## src/rtl/noc_pkg.sv

```systemverilog
// Shared NoC definitions: flit geometry, flit type codes, head/payload layouts and injector state.
package noc_pkg;

  localparam int unsigned FLIT_W  = 16;
  localparam int unsigned COORD_W = 3;
  localparam int unsigned LEN_W   = 8;
  localparam int unsigned WORD_W  = 14;
  localparam int unsigned MAX_LEN = 255;

  localparam logic [1:0] FT_HEAD   = 2'b10;
  localparam logic [1:0] FT_BODY   = 2'b00;
  localparam logic [1:0] FT_TAIL   = 2'b01;
  localparam logic [1:0] FT_SINGLE = 2'b11;

  typedef logic [FLIT_W-1:0] flit_t;

  typedef struct packed {
    logic [1:0]         ftype;
    logic [COORD_W-1:0] dst_x;
    logic [COORD_W-1:0] dst_y;
    logic [LEN_W-1:0]   len;
  } head_t;

  typedef struct packed {
    logic [1:0]        ftype;
    logic [WORD_W-1:0] data;
  } payload_t;

  typedef enum logic {
    IDLE = 1'b0,
    BODY = 1'b1
  } inj_state_e;

endpackage

```

## src/rtl/ni_credit_counter.sv

```systemverilog
// Credit counter mirroring a downstream buffer: starts full, -1 per send, +1 per returned credit.
// count_nxt_c lets the owner register signals that depend on next-cycle credit availability.
module ni_credit_counter #(
  parameter int unsigned BUF_DEPTH = 4,
  parameter int unsigned CNT_W     = $clog2(BUF_DEPTH + 1)
) (
  input  logic             clk,
  input  logic             rst_n,
  input  logic             dec,
  input  logic             inc,
  output logic [CNT_W-1:0] count,
  output logic [CNT_W-1:0] count_nxt_c,
  output logic             has_credit,
  output logic             err
);

  localparam logic [CNT_W-1:0] FULL = CNT_W'(BUF_DEPTH);

  logic [CNT_W-1:0] count_q;
  logic             has_credit_q;
  logic             err_q;
  logic             err_d;

  // Simultaneous send and return cancel; a return while full is a protocol error.
  always_comb begin
    count_nxt_c = count_q;
    err_d       = err_q;
    case ({dec, inc})
      2'b10: if (count_q != '0) count_nxt_c = count_q - CNT_W'(1);
      2'b01: begin
        if (count_q == FULL) err_d = 1'b1;
        else                 count_nxt_c = count_q + CNT_W'(1);
      end
      default: ;
    endcase
  end

  always_ff @(posedge clk or negedge rst_n) begin
    if (!rst_n) begin
      count_q      <= FULL;
      has_credit_q <= (BUF_DEPTH != 0);
      err_q        <= 1'b0;
    end else begin
      count_q      <= count_nxt_c;
      has_credit_q <= (count_nxt_c != '0);
      err_q        <= err_d;
    end
  end

  assign count      = count_q;
  assign has_credit = has_credit_q;
  assign err        = err_q;

endmodule

```

## src/rtl/local_flit_injector.sv

```systemverilog
// Node-side injector for a router local port: turns a descriptor plus payload words into
// head/body/tail flits and sends them under credit flow control.
module local_flit_injector
  import noc_pkg::*;
#(
  parameter int unsigned BUF_DEPTH = 4
) (
  input  logic               clk,
  input  logic               reset,
  input  logic               pkt_valid_i,
  output logic               pkt_ready_o,
  input  logic [COORD_W-1:0] pkt_dst_x_i,
  input  logic [COORD_W-1:0] pkt_dst_y_i,
  input  logic [LEN_W-1:0]   pkt_len_i,
  input  logic               wd_valid_i,
  output logic               wd_ready_o,
  input  logic [WORD_W-1:0]  wd_data_i,
  output logic [FLIT_W-1:0]  flit_o,
  output logic               valid_o,
  input  logic               credit_i,
  output logic [2:0]         credits_o,
  output logic               cred_err_o
);

  localparam int unsigned CNT_W = $clog2(BUF_DEPTH + 1);

  inj_state_e       state_q, state_d;
  logic [LEN_W-1:0] rem_q, rem_d;
  flit_t            flit_q, flit_d;
  logic             valid_q;
  logic             pkt_ready_q, pkt_ready_d;
  logic             wd_ready_q, wd_ready_d;
  head_t            head;
  payload_t         pay;

  logic             pkt_hs_c, wd_hs_c, send_c;
  logic [CNT_W-1:0] credit_cnt, credit_cnt_nxt;
  logic             has_credit, credit_err;

  ni_credit_counter #(
    .BUF_DEPTH (BUF_DEPTH),
    .CNT_W     (CNT_W)
  ) u_credit (
    .clk         (clk),
    .rst_n       (reset),
    .dec         (send_c),
    .inc         (credit_i),
    .count       (credit_cnt),
    .count_nxt_c (credit_cnt_nxt),
    .has_credit  (has_credit),
    .err         (credit_err)
  );

  assign pkt_hs_c = (state_q == IDLE) && pkt_valid_i && pkt_ready_q && has_credit;
  assign wd_hs_c  = (state_q == BODY) && wd_valid_i && wd_ready_q && has_credit;
  assign send_c   = pkt_hs_c || wd_hs_c;

  // Next state, flit build and next-cycle ready flags (ready follows next-cycle credits).
  always_comb begin
    state_d = state_q;
    rem_d   = rem_q;
    flit_d  = flit_q;
    head    = '0;
    pay     = '0;
    case (state_q)
      IDLE: begin
        if (pkt_hs_c) begin
          head.ftype = (pkt_len_i == '0) ? FT_SINGLE : FT_HEAD;
          head.dst_x = pkt_dst_x_i;
          head.dst_y = pkt_dst_y_i;
          head.len   = pkt_len_i;
          flit_d     = flit_t'(head);
          rem_d      = pkt_len_i;
          state_d    = (pkt_len_i == '0) ? IDLE : BODY;
        end
      end
      BODY: begin
        if (wd_hs_c) begin
          pay.ftype = (rem_q == LEN_W'(1)) ? FT_TAIL : FT_BODY;
          pay.data  = wd_data_i;
          flit_d    = flit_t'(pay);
          rem_d     = rem_q - LEN_W'(1);
          if (rem_q == LEN_W'(1)) state_d = IDLE;
        end
      end
      default: state_d = IDLE;
    endcase
    pkt_ready_d = (state_d == IDLE) && (credit_cnt_nxt != '0);
    wd_ready_d  = (state_d == BODY) && (credit_cnt_nxt != '0);
  end

  always_ff @(posedge clk or negedge reset) begin
    if (!reset) begin
      state_q     <= IDLE;
      rem_q       <= '0;
      flit_q      <= '0;
      valid_q     <= 1'b0;
      pkt_ready_q <= 1'b0;
      wd_ready_q  <= 1'b0;
    end else begin
      state_q     <= state_d;
      rem_q       <= rem_d;
      flit_q      <= flit_d;
      valid_q     <= send_c;
      pkt_ready_q <= pkt_ready_d;
      wd_ready_q  <= wd_ready_d;
    end
  end

  assign flit_o      = flit_q;
  assign valid_o     = valid_q;
  assign pkt_ready_o = pkt_ready_q;
  assign wd_ready_o  = wd_ready_q;
  assign credits_o   = 3'(credit_cnt);
  assign cred_err_o  = credit_err;

endmodule

```

## config.mk

```make
export PLATFORM = sky130hd
export DESIGN_NAME = local_flit_injector
export DESIGN_NICKNAME = d
export VERILOG_FILES = /design/src/rtl/noc_pkg.sv /design/src/rtl/ni_credit_counter.sv /design/src/rtl/local_flit_injector.sv
export SDC_FILE = /design/constraint.sdc
export NUM_CORES = 1
export LEC_CHECK = 0
export CAP_MARGIN = 20
export CORE_MARGIN = 3
export CORE_UTILIZATION = 42
export DETAILED_ROUTE_END_ITERATION = 6
export PLACE_DENSITY_LB_ADDON = 0.1
export REMOVE_ABC_BUFFERS = 1
export SETUP_SLACK_MARGIN = 0.5
export SLEW_MARGIN = 20
export SYNTH_ARGS = -nofsm -noshare
export SYNTH_HDL_FRONTEND = slang
export SYNTH_SLANG_ARGS = --single-unit
export TNS_END_PERCENT = 30
```

## constraint.sdc

```tcl
create_clock -name clk -period 2.3 [get_ports clk]
set_input_delay 0.46 -clock clk [delete_from_list [all_inputs] [get_ports clk]]
set_output_delay 0.46 -clock clk [all_outputs]
set_load 0.03 [all_outputs]
```

==> run metrics, run 1 <==
status complete, no violations; largest area contributor in the synthesized netlist dfrtp_1; FP Rows 23; min-delay worst type reg2reg; Lkg Pwr 1.23 nW; starting density of the core 0.442; Post-synth top cells 31 x dfrtp_1, 28 x o21ai_0, 19 x nand2_1; relative slew slack 0.639; Detailed Place HPWL 3250 microns; synth top area cells dfrtp_1 43%, mux2i_1 7.8%, o21ai_0 7.8%, ha_1 4.9%, nand2_1 4.0%; # placed instances 292; IO Pins 56; cells along the critical path dlygate4sd2_1 -> and3_4 -> o21ai_4 -> inv_2 -> ha_4 -> buf_6 -> nor3_1 -> a211oi_1 -> nand3_1 -> buf_4 -> inv_1; unrepaired setup endpoints after global routing yes; Place WS -253 ps; nets 304; most frequent cell after synthesis dfrtp_1; Crit Path Max Fanout 7; Vias 1740; wire length per cell 15.7 microns; worst-margin pin slew 539 ps; total power 3.61 mW; clock sink total 33; Slowest-stage cell, CP ha_4; DRT met1 WL 2040 microns; endpoints failing setup 0; Hold Buf Count CTS 0; largest family of logic cells by synthesized area compound AO/OA/AOI/OAI gates; Async SR Flop Fraction 1.00; initial antenna violation count 0; clock root cell clkbuf_8; H-tree Lvls 2; Detailed Route Iter0 Violations 89; Clock Path Buffers 2; Peak VDD IR 787 uV; Yosys warnings 0; Met3 Wirelength 294 microns; Routed Antenna Nets 0; Die Y 71.4 microns; Worst Path Required 2530 ps; EDFF count, synth 0; Die Wd 71.4 microns; CTS tree built; Crit Path Class in2reg; endpoints failing hold 0; met2 wire len 2530 microns; full die area 5090 sq um; post-placement cell area 2440 sq um; grt total ovfl 0; number of global-route vias before repair 1788; Max Cap Violations 0; post-synthesis sequential area ratio 0.462; Period minus WS final 2090 ps; GP Congestion 0.863; Area growth syn-to-layout 53.9%; Tcrit/Tclk final 0.909; Slew Limit Fails 0; core area 4060 sq um; via/cell ratio 5.52; cell area after layout 2760 sq um; Synth Area in Adders 0.0488; buffers added on ports 55; Syn Std Cell Area 1790 sq um; first-pass GRT wire length 8250 microns; Syn Inst Count 186; Max Fclk 478 MHz; mux cell area share after synthesis 0.0781; Post-Synth XOR/XNOR Area 0; Seq cells post-synth 33; fraction of layout instances using a drive strength above 1 0.192; total wire length 4950 microns; GRT Overall Usage 0.202; Highest Signal Layer met4; final non-filler cell total 315; Synth top area share 0.432; Reg clk slew, reported paths 70 ps; endpoint class of the critical path register; CTS buffer count 5; DRC Markers 0; # diodes 0; largest net degree at the start of global routing 35; drt pass-1 iters 4; CP arrival 2320 ps; Max stage delay on crit path 280 ps; clk_skew 2.20 ps; top_reg_cell synth dfrtp_1; Yosys cell types 43; simple-gate portion of the synthesized area 0.172; Post-Syn Area per Cell 9.65 sq um; Cell Pwr Density 1310 nW/um^2; complex-gate fraction of the synthesized area 0.194; fin worst setup slack 209 ps; Worst-Skew Late Latency 280 ps; Startpoint Class primary input
[per-layer routing]
layer  GRT usage  up-vias
met5           0        -
met4      0.0689        0
met3      0.0505       13
met2       0.337       59
met1       0.256      834
li1            -      834
[worst max-delay path: cells and delay by family]
kind | cells | cell delay (ps)
compound gates | 2 | 450
fa+ha+maj | 1 | 280
buf+inv | 5 | 660
simple gates | 3 | 450
[cell families (layout without fill, tap and decap cells)]
kind of cell | Yosys count | after routing
adders and majority gates | 7 | 7
muxes | 14 | 14
buffers and inverters | 21 | 100
AOI/OAI and AO/OA | 57 | 57
and+or+nand+nor | 54 | 54
DFF | 33 | 33
[timing repair]
item | in CTS | in global routing
pin swaps | 6 | 6
cloned | 0 | 1
setup endpoints to repair | 13 | 33
resized for setup | 10 | 14
setup buffers | 9 | 5
[stage by stage]
stage | hold WS, ps | setup TNS (ps) | utilization
detailed placement | 458 | -1140 | 0.603
finish | 479 | 0 | 0.681
global route | 515 | 0 | 0.681
global placement | 458 | -860 | 0.603
floorplan | 164 | -4250 | -
CTS | 485 | 0 | 0.647
[worst paths after layout]
path	start	endpoint	slack, ps	cells past startpoint
max	wd_valid_i	u_credit.count[0]	210	11
min	u_credit.err	u_credit.err	480	1
max reg2reg	state_q	u_credit.count[0]	220	10
min reg2reg	u_credit.err	u_credit.err	480	1
max in group asynchronous	reset	u_credit.count[2]	1400	2
min in group asynchronous	reset	rem_q[7]	570	2
[power breakdown]
| part | total (mW) | internal [mW] | leakage [nW] | switching (mW) |
|---|---|---|---|---|
| logic | 2.06 | 0.980 | 0.766 | 1.08 |
| clock network | 0.453 | 0.244 | 0.0455 | 0.209 |
| registers | 1.09 | 0.844 | 0.417 | 0.251 |
[state kept, by name, indices dropped and copies added, names as in the netlist]
name	count
u_credit.has_credit	1
u_credit.err	1
pkt_ready_o	1
state_q	1
valid_o	1
rem_q	8
u_credit.count	3
wd_ready_o	1
flit_o	16
[area by class of cell]
class,count,area (sq um)
inverters,12,45.0
clock buffers,8,90.1
repair buffers,80,777
flip-flops and latches,33,828
well taps,50,62.6
multi-input cells,132,958
fillers,296,1300
[cell usage in the layout (no fill, tap or decap), drive strengths merged, types with 3 or more instances in the layout]
cell type,n
dfrtp,31
o21ai,30
a21oi,6
clkdlybuf4s50,52
mux2i,14
buf,24
nor2,4
nand3,4
clkbuf,9
o22ai,5
ha,7
a31o,3
nand2,19
nand4,4
inv,12
nor2b,3
nor4,4
Note: power is estimated with default switching activity, not from simulation.
==> run 2, diff against run 1 <==
==> constraint.sdc (replaced) <==
create_clock -name clk -period 1.85 [get_ports clk]
set_input_delay 0.37 -clock clk [delete_from_list [all_inputs] [get_ports clk]]
set_output_delay 0.37 -clock clk [all_outputs]
set_load 0.03 [all_outputs]
==> run metrics, run 2 (synthesized netlist as in run 1, its figures left out) <==
nets 309 (+1.6%); Routed Antenna Nets 0 (unchanged); GRT Overall Usage 0.209 (+0.00661); Lkg Pwr 1.50 nW (+22%); Tcrit/Tclk final 1.06; Hold Path Stages 1 (unchanged); IO Pins 56 (unchanged); endpoints failing hold 0 (unchanged); Max Cap Violations 0 (unchanged); Sw Ratio 0.415 (-0.0126); Pint 2.79 mW (+35%); Place WS -617 ps (-364 ps); Worst-Skew Late Latency 280 ps (about the same); DRC Markers 0 (unchanged); Detailed Place HPWL 3410 microns (+4.9%); number of global-route vias before repair 1813 (+1.4%); core area 4060 sq um (unchanged); Crit Path Class reg2reg; full die area 5090 sq um (unchanged); clock root cell clkbuf_8; first-pass GRT wire length 8420 microns (+2.0%); clock power share 0.148 (+0.023); initial antenna violation count 0 (unchanged); worst-margin pin slew 423 ps (-116 ps); hold endpoint u_credit.err; total power 4.77 mW (+32%); largest net degree at the start of global routing 34 (-2.9%); drt pass-1 iters 4 (unchanged); combinational fraction of design power 0.582 (+0.011); GP Congestion 0.904 (+4.7%); failing checks setup timing; Worst Path Required 2020 ps (-510 ps); grt total ovfl 0 (unchanged); # diodes 0 (unchanged); Vias 1765 (+1.4%); Area growth syn-to-layout 63.6%; buffers added on ports 55 (unchanged); r2r startpoint state_q; wire length per cell 15.7 microns (+0.23%); status complete, but fails checks; fin worst setup slack -115 ps (-324 ps); Clock Path Buffers 2 (unchanged); clk_skew 6.98 ps (+4.77 ps); FP Rows 23 (unchanged); relative slew slack 0.718 (+0.0792); Worst Min Path Start u_credit.err; Period minus WS final 1960 ps; unrepaired setup endpoints after global routing yes; CTS buffer count 5 (unchanged); total wire length 5040 microns (+1.8%); CTS tree built; Startpoint Class register; Die Wd 71.4 microns (unchanged); Die Y 71.4 microns (unchanged); Crit Path Max Fanout 4 (-3); CP arrival 2130 ps (-190 ps); Reg clk slew, reported paths 70 ps (about the same); Max Fclk 509 MHz; Peak VDD IR 943 uV (+20%); most common cell after layout, fill and taps aside dfrtp_1; fillers 280 (-5.4%); hold slack final 477 ps (-2.19 ps); fraction of layout instances using a drive strength above 1 0.281 (+0.0890); H-tree Lvls 2 (unchanged); endpoint class of the critical path register; commonest non-fill, non-tap cells in the layout 31 x dfrtp_1, 27 x clkdlybuf4s50_1, 21 x buf_4, 19 x nand2_1, 19 x o21ai_0; endpoints failing setup 4 (+4); via/cell ratio 5.52 (-0.15%); worst r2r path cells 8 (-2); Slew Limit Fails 0 (unchanged); reg2reg setup slack -110 ps (-330 ps); clock sink total 33 (unchanged); P_sw 1.98 mW (+28%); min-delay worst type reg2reg; Largest register FFs 16 (unchanged); Detailed Route Iter0 Violations 73 (-18%); worst reg2reg path endpoint wd_ready_o; Hold Buf Count CTS 0 (unchanged); sequential share of power 0.270 (-0.033); starting density of the core 0.442 (unchanged); Cell Pwr Density 1620 nW/um^2 (+24%)
## run 2: changes by cell type in the layout (fill, tap and decap cells not counted), sizes merged
cell | previous run | this run
bufbuf | 0 | 1
bufinv | 0 | 1
dlymetal6s2s | 0 | 14
clkbuf | 9 | 8
buf | 24 | 36
clkdlybuf4s50 | 52 | 27
dlygate4sd2 | 2 | 5
## run 2: critical path, stage by stage, from the launching register on
cell      delay [ps]
dfrtp_1          370
and3b_2          240
o21ai_4          140
inv_2             70
ha_4             220
a31o_1           180
a222oi_1         360
buf_4            190
a31oi_1           70
## run 2: how the worst max path moves through the flow
stage | from | endpoint | slack, ps
after floorplan | state_q | pkt_ready_o | -1290
final | state_q | wd_ready_o | -110
after detailed placement | wd_valid_i | pkt_ready_o | -620
after global placement | wd_valid_i | wd_ready_o | -570
after CTS | state_q | pkt_ready_o | -90
after global routing | state_q | pkt_ready_o | -200
## run 2: area by class of cell
cell class | instances | area [sq um] | area share
multi-input combinational | 132 | 1020 | 0.347
timing repair buffer | 85 | 863 | 0.294
sequential | 33 | 828 | 0.282
clock buffer | 7 | 86.3 | 0.0294
tap | 50 | 62.6 | 0.0213
inverter | 12 | 45.0 | 0.0153
clock inverter | 1 | 30.0 | 0.0102
## run 2: per-layer routing
layer  global-route usage  routed length (microns)  part of all wire  vias to the layer above
met5                    0                        0                 0                        -
met4               0.0689                       74             0.015                        0
met2                0.351                     2580              0.51                       54
li1                     -                        -                 -                      851
met3               0.0575                      274             0.054                        9
met1                0.259                     2110              0.42                      851
## run 2: power by group through the flow
stage                     logic [mW]  clock network [mW]  registers (mW)
after global routing            2.99               0.754            1.33
after CTS                       2.64               0.724            1.27
after global placement          2.39                   0            1.27
after floorplan                0.937                   0            1.80
after detailed placement        2.46                   0            1.28
final                           2.77               0.707            1.29
## run 2: timing repair
| action | CTS | global route |
|---|---|---|
| pin swaps | 21 | 15 |
| setup endpoints to repair | 54 | 51 |
| cloned | 1 | 0 |
| resized for setup | 72 | 42 |
| setup buffers | 2 | 1 |
| hold endpoints to repair | 0 | 0 |
## run 2: through the flow
| stage | setup TNS [ps] | instance area (sq um) | utilization | std cells |
|---|---|---|---|---|
| after floorplan | -11600 | 1760 | - | 177 |
| after global placement | -3910 | 2560 | 0.632 | 308 |
| after detailed placement | -4550 | 2560 | 0.632 | 308 |
| after CTS | -277 | 2830 | 0.698 | 319 |
| after global routing | -810 | 2940 | 0.723 | 320 |
| final | -367 | 2940 | 0.723 | 320 |
